## config.mk

```make
export PLATFORM = sky130hd
export DESIGN_NAME = piso_stream
export DESIGN_NICKNAME = d
export VERILOG_FILES = /design/src/rtl/piso_stream.sv
export SDC_FILE = /design/constraint.sdc
export NUM_CORES = 1
export LEC_CHECK = 0
export ABC_AREA = 1
export CAP_MARGIN = 10
export CORE_UTILIZATION = 35
export DETAILED_ROUTE_END_ITERATION = 8
export GPL_ROUTABILITY_DRIVEN = 0
export MAX_ROUTING_LAYER = met4
export SYNTH_ARGS = -nofsm -noshare
export SYNTH_HDL_FRONTEND = slang
export SYNTH_SLANG_ARGS = --single-unit
```

## constraint.sdc

```tcl
create_clock -name clk -period 2 [get_ports clk]
set_clock_uncertainty 0.15 [all_clocks]
set_input_delay 0.2 -clock clk [delete_from_list [all_inputs] [get_ports clk]]
set_output_delay 0.2 -clock clk [all_outputs]
set_load 0.01 [all_outputs]
```

## src/rtl/piso_stream.sv

```systemverilog
// Parallel-in/serial-out converter with valid/ready on both sides, selectable bit order and synchronous flush.
// Optional macro PISO_PARITY_EN appends an even-parity bit after the WIDTH data bits of every word.
module piso_stream #(
  parameter int WIDTH     = 8,
  parameter int MSB_FIRST = 1
) (
  input  logic             clk,
  input  logic             reset,
  input  logic             flush,
  input  logic [WIDTH-1:0] par_data,
  input  logic             par_valid,
  output logic             par_ready,
  output logic             ser_q,
  output logic             ser_valid,
  input  logic             ser_ready,
  output logic             ser_last,
  output logic             done
);

  localparam int CW = $clog2(WIDTH + 1);
`ifdef PISO_PARITY_EN
  localparam logic [CW-1:0] LAST_CNT = CW'(WIDTH);
`else
  localparam logic [CW-1:0] LAST_CNT = CW'(WIDTH - 1);
`endif

  typedef enum logic {IDLE, SHIFT} state_t;

  state_t           state_reg, state_next;
  logic [WIDTH-1:0] shreg_reg, shreg_next, shreg_shifted;
  logic [CW-1:0]    cnt_reg, cnt_next;
  logic             done_reg, done_next;
  logic             take, accept, is_last, data_bit;

  // Shift toward the output end, zero-filling the vacated end.
  generate
    for (genvar gi = 0; gi < WIDTH; gi++) begin : g_shift
      if (MSB_FIRST != 0) begin : g_msb
        if (gi == 0) begin : g_fill
          assign shreg_shifted[gi] = 1'b0;
        end else begin : g_move
          assign shreg_shifted[gi] = shreg_reg[gi-1];
        end
      end else begin : g_lsb
        if (gi == WIDTH - 1) begin : g_fill
          assign shreg_shifted[gi] = 1'b0;
        end else begin : g_move
          assign shreg_shifted[gi] = shreg_reg[gi+1];
        end
      end
    end
  endgenerate

  assign data_bit  = (MSB_FIRST != 0) ? shreg_reg[WIDTH-1] : shreg_reg[0];
  assign ser_valid = (state_reg == SHIFT);
  assign is_last   = ser_valid && (cnt_reg == LAST_CNT);
  assign ser_last  = is_last;
  assign take      = ser_valid && ser_ready;
  // Combinational ready lets the next word load on the final bit with no bubble.
  assign par_ready = !flush && ((state_reg == IDLE) || (take && is_last));
  assign accept    = par_valid && par_ready;
  assign done      = done_reg;

`ifdef PISO_PARITY_EN
  logic par_reg, par_next;

  assign ser_q = (cnt_reg == LAST_CNT) ? par_reg : data_bit;

  always_ff @(posedge clk or posedge reset) begin
    if (reset) begin
      par_reg <= 1'b0;
    end else begin
      par_reg <= par_next;
    end
  end

  always_comb begin
    par_next = par_reg;
    if (flush) begin
      par_next = 1'b0;
    end else if (accept) begin
      par_next = ^par_data;
    end
  end
`else
  assign ser_q = data_bit;
`endif

  always_ff @(posedge clk or posedge reset) begin
    if (reset) begin
      state_reg <= IDLE;
      shreg_reg <= '0;
      cnt_reg   <= '0;
      done_reg  <= 1'b0;
    end else begin
      state_reg <= state_next;
      shreg_reg <= shreg_next;
      cnt_reg   <= cnt_next;
      done_reg  <= done_next;
    end
  end

  // accept can only happen in IDLE or on the final take, so it covers both load cases.
  always_comb begin
    state_next = state_reg;
    shreg_next = shreg_reg;
    cnt_next   = cnt_reg;
    done_next  = 1'b0;
    if (flush) begin
      state_next = IDLE;
      shreg_next = '0;
      cnt_next   = '0;
    end else begin
      done_next = take && is_last;
      if (accept) begin
        state_next = SHIFT;
        shreg_next = par_data;
        cnt_next   = '0;
      end else if (take) begin
        if (is_last) begin
          state_next = IDLE;
          cnt_next   = '0;
        end else begin
          shreg_next = shreg_shifted;
          cnt_next   = cnt_reg + CW'(1);
        end
      end
    end
  end

endmodule

```

Word-level counts from Yosys, hierarchy flattened. Index checks and enable logic that the tools add are counted.

Add/subtract/negate cells: 1. Equality and inequality tests: 2. Mux-type cells: 13. Bitwise operators: 1. Reduce and logical (&&, ||, !) cells: 11.

Operator list (number): 8-bit two-way mux (4); 4-bit two-way mux (4); 3-bit nonzero test (2); 1-bit logical AND (5); 1-bit two-way mux (5); 4-bit by 1-bit adder with 4-bit output (second input constant) (1); 4-bit by 3-bit equality test with 1-bit output (second input constant) (1); 2-bit AND reduction (2); 3-bit inequality test (second input constant) (1); 1-bit logical NOT (1); 1-bit logical OR (1); 1-bit NOT (1).

Flip-flop bits (word level): 14. Bits of input ports: 13. Output and inout bits: 5. Logic and storage cells: 32.

Logic depth before layout (Yosys ltp).
Depth after elaboration: 8. Mapped depth: 11. Depth with buffers taken out: 10.

Worst setup path before layout. No wires, ideal clock.

Kind: register -> register. Start: register state_reg (netlist: ser_valid). End: register shreg_reg[7]. Library setup time: 116 ps. Arrival: 1333 ps. Data required time: 1734 ps. Path slack: 401 ps. Cell stages (with the launch flop): 11. Buffers on the path: 1. Clock period less this slack: 1599 ps. Path through: dfrtp_1 nand2_2 nor2_4 nand2_4 nand2_4 nand3_4 buf_6 nand2_4 inv_4 nand2_1 nand2_1.

Cells in the longest elaborated chain, start to end: 7. Elaborated cells between the ends (all ways): 12. Those cells by class: 1 x eq/ne; 2 x mux; 1 x bitwise; 8 x reduce/logical.

Ends and longest elaborated chain: from (decl) (line 29) `state_t state_reg, state_next;`; from (signal assigned) (line 96) `state_reg <= state_next;`; 1-bit logical AND (on tied branches) (line 58, 56); 1-bit logical AND (line 60) `assign par_ready = !flush && ((state_reg == IDLE) || (take && is_last));`; 1-bit logical OR (line 60); 1-bit logical AND (line 60); 1-bit logical AND (line 61) `assign accept = par_valid && par_ready;`; 3-bit inequality test (no line), or another cell as far along; 2-bit AND reduction (no line) or 8-bit two-way mux (tied branches); to (signal assigned) (line 97) `shreg_reg <= shreg_next;`; to (decl) (line 30) `logic [WIDTH-1:0] shreg_reg, shreg_next, shreg_shifted;`.

Parallel ways exist; a longest one is shown, timed or not. A chain may end at the register's enable or synchronous reset.

Worst setup path after layout.
Start: register cnt_reg[0]. End: output port par_ready.

Cells in the longest elaborated chain, start to end: 5.

Ends and longest elaborated chain: from (decl) (line 31) `logic [CW-1:0] cnt_reg, cnt_next;`; from (signal assigned) (line 98) `cnt_reg <= cnt_next;`; 4-bit by 3-bit equality test with 1-bit output (line 56) `assign is_last = ser_valid && (cnt_reg == LAST_CNT);`; 1-bit logical AND (line 56); 1-bit logical AND (line 60); 1-bit logical OR (line 60); 1-bit logical AND (line 60); to (decl) (line 12) `output logic par_ready,`.

Every way passes these cells.

==> metrics.md <==
| Metric | Value |
|---|---|
| Peak supply drop | `0.332 mV` |
| Number of buffers on the longest clock path | `2` |
| Worst slew margin | `0.644` |
| DR vias/cell | `4.77` |
| Area of the multi-input gates | `415 µm²` |
| Initial antenna violation count | `0` |
| Mapped Area | `slightly above 800 µm²` |
| Worst path slowest cell | `dfrtp_1` |
| RSZ-0062 raised after global routing | `no` |
| DR iter-0 viols | `9` |
| Number of max-cap violations | `0` |
| FF/Latch Area | `350 µm²` |
| Multiplexer share of the synthesized area | `0` |
| Power Total | `0.000652 W` |
| R2R cell count | `12` |
| Final Util | `0.515` |
| Router iterations before antenna repair | `6` |
| Static Leak | `0.570 nW` |
| CP arrival | `1530 ps` |
| Most used DFF post-synth | `dfrtp_1` |
| Share of post-route cells with drive strength above 1 | `0.209` |
| Routed Antenna Nets | `0` |
| Clock Tree Root | `clkbuf_4` |
| #FFs+latches synth | `14` |
| Slew Viols, Final | `0` |
| Top-count cell post-synth | `nand2_1` |
| Clock Latency Late Sink | `280 ps` |
| Post-Synth XOR/XNOR Area | `0` |
| HPWL Detailed | `1.25 mm` |
| Yosys cell types | `19` |
| Number of synthesized flops with an enable pin | `0` |
| Cell taking the most area after synthesis | `dfrtp_1` |
| Fill cell count | `222` |
| Vias in the first global route | `677` |
| Placed Cells | `153` |
| Global route total overflow | `0` |
| Setup-failing EPs final | `0` |
| Reg2reg start | `cnt_reg[0]$_DFFE_PP0P_` |
| GRT Resource Usage Total | `0.169` |
| Die height | `50.1 µm` |
| Reg2Reg Capture Point | `shreg_reg[3]$_DFFE_PP0P_` |
| Crit path cell chain | `ha_1 > nand2_1 > nor2_4 > nand2_4 > a21oi_2 > clkdlybuf4s15_1` |
| Synth Area per Inst | `7.80 µm²` |
| H-tree depth | `1` |
| Critical Path Max Stage Delay | `380 ps` |
| Setup CP Type | `reg -> out` |
| Area contributors post-synth | `dfrtp_1, nand2_1, nand4_1` |
| Hold Path Class | `in -> async` |
| First-pass GRT wire length | `between 3 and 4 mm` |
| PortBufs | `17` |
| Reg2Reg Setup Slack | `190 ps` |
| Post-synthesis compound-gate area fraction | `0.0633` |
| Final worst-path cycle share | `0.941` |
| Cts hold-fix bufs | `0` |
| DRC viols | `0` |
| Simple-gate portion of the synthesized area | `0.426` |
| CTS clk-pin slew, worst paths | `90 ps` |
| Synth-to-Final Area Change | `39.2%` |
| Crit. End Element | `primary output` |
| Finished Layout Cells | `162` |
| Core ar. | `2190 µm²` |
| Seq/Total Area, Yosys | `0.432` |
| CTS buffer count | `3` |
| Setup crit start kind | `flop` |
| CP required | `between 1500 and 2000 ps` |
| Post-Synth Adder-Cell Area | `0.0154` |
| Top cells by count, synth | `nand2_1, dfrtp_1, nand4_1, inv_1` |
| WL/cell | `10.7 µm` |
| Synth warn | `0` |
| Initial core utilization | `0.370` |
| Synth async-reset ratio | `1.00` |
| Final hold vios | `0` |
| # nets final | `149` |
| Synthesized Nets | `118` |
| CP max FO | `2` |
| Syn Inst Count | `104` |
| FP Rows | `17` |
| Die area | `2510 µm²` |
| Worst-margin pin slew | `533 ps` |
| Final Critical Period | `1880 ps` |
| CTS tree | `yes` |
| Final WL | `1.73 mm` |
| Synth top area share | `0.432` |
| Fmax | `0.531 GHz` |
| Largest net degree at the start of global routing | `15` |
| Vias | `773` |
| Largest register FFs | `8` |
| # IOs | `18` |
| Combinational family with the most area after synthesis | `simple AND/OR/NAND/NOR gates` |
| # diodes | `0` |
| Die Wd | `about 50 µm` |
| Result of the run | `completed` |
| CTS Sinks | `14` |
| PD cells | `approximately 580 nW/µm²` |
-- critical path, delay by kind of cell (launching register included) --
kind                       cells  cell delay [ps]
buffers and inverters          1              250
AOI/OAI and AO/OA              1              140
adders and majority gates      1              170
DFF                            1              380
and+or+nand+nor                3              310
-- layout by cell type, fill, tap and decap left out --
cell type and n:
clkbuf_4 3, nor2_2 1, inv_4 1, nand2_4 4, nand2_2 1, o21ai_1 2
dlygate4sd2_1 1, o21ai_0 2, a21oi_2 1, clkdlybuf4s50_1 15, buf_4 12, clkdlybuf4s15_1 1
inv_1 6, nand4_1 9, nand2_1 44, a21oi_1 2, nor2_1 4, a21oi_4 1
nor2_4 1, inv_2 1, ha_1 1, dfrtp_1 14, clkbuf_8 1, nand3_4 1
nand3_1 5
-- cell families (layout without fill, tap and decap cells) --
kind of cell,Yosys count,count (layout)
simple gates,70,70
fa+ha+maj,1,1
buf+inv,11,41
flops,14,14
compound gates,8,8
-- per-layer routing --
metal | global-route usage | up-vias | wire, µm
met5 | - | - | 0
met4 | 0.0571 | 0 | 9
met3 | 0.0364 | 2 | 44
met2 | 0.267 | 9 | 811
met1 | 0.213 | 365 | 868
li1 | - | 397 | -
-- stage by stage --
step                      hold slack (ps)  setup TNS, ps  area, µm²  worst slack (ps)
final                                97.5              0       1130               117
after global routing                  157              0       1130              15.2
after CTS                             130              0       1100              36.4
after detailed placement              315          -24.6       1050             -24.6
after global placement                311          -19.8       1050             -19.8
after floorplan                     -60.8              0        811               401
-- power by group --
group          switching (W)  total (W)  internal (W)
Combinational      0.0000704   0.000137     0.0000669
Clock              0.0000983   0.000209      0.000111
Sequential        0.00000846   0.000306      0.000297
-- layout make-up --
class	count	share of cell area
multi-input combinational	79	0.368
clock buffer	4	0.0322
timing repair buffer	29	0.229
inverter	8	0.0288
sequential	14	0.310
tap	28	0.0310
-- worst max-delay path by stage --
stage / from / to / cells past startpoint
2_1_floorplan: ser_valid$_DFFE_PP0P_ / shreg_reg[7]$_DFFE_PP0P_ / 10
3_5_place_dp: ser_ready / par_ready / 6
4_1_cts: cnt_reg[0]$_DFFE_PP0P_ / par_ready / 6
3_3_place_gp: ser_ready / par_ready / 6
5_1_grt: cnt_reg[0]$_DFFE_PP0P_ / par_ready / 6
6_report: cnt_reg[0]$_DFFE_PP0P_ / par_ready / 6
-- repair_timing --
item | in CTS | in global routing
hold endpoints to repair | 0 | 0
setup endpoints to repair | 2 | 3
pin swaps | 0 | 1
buffers inserted | 2 | 3
resized for setup | 3 | 2
(Power assumes the default switching activity.)
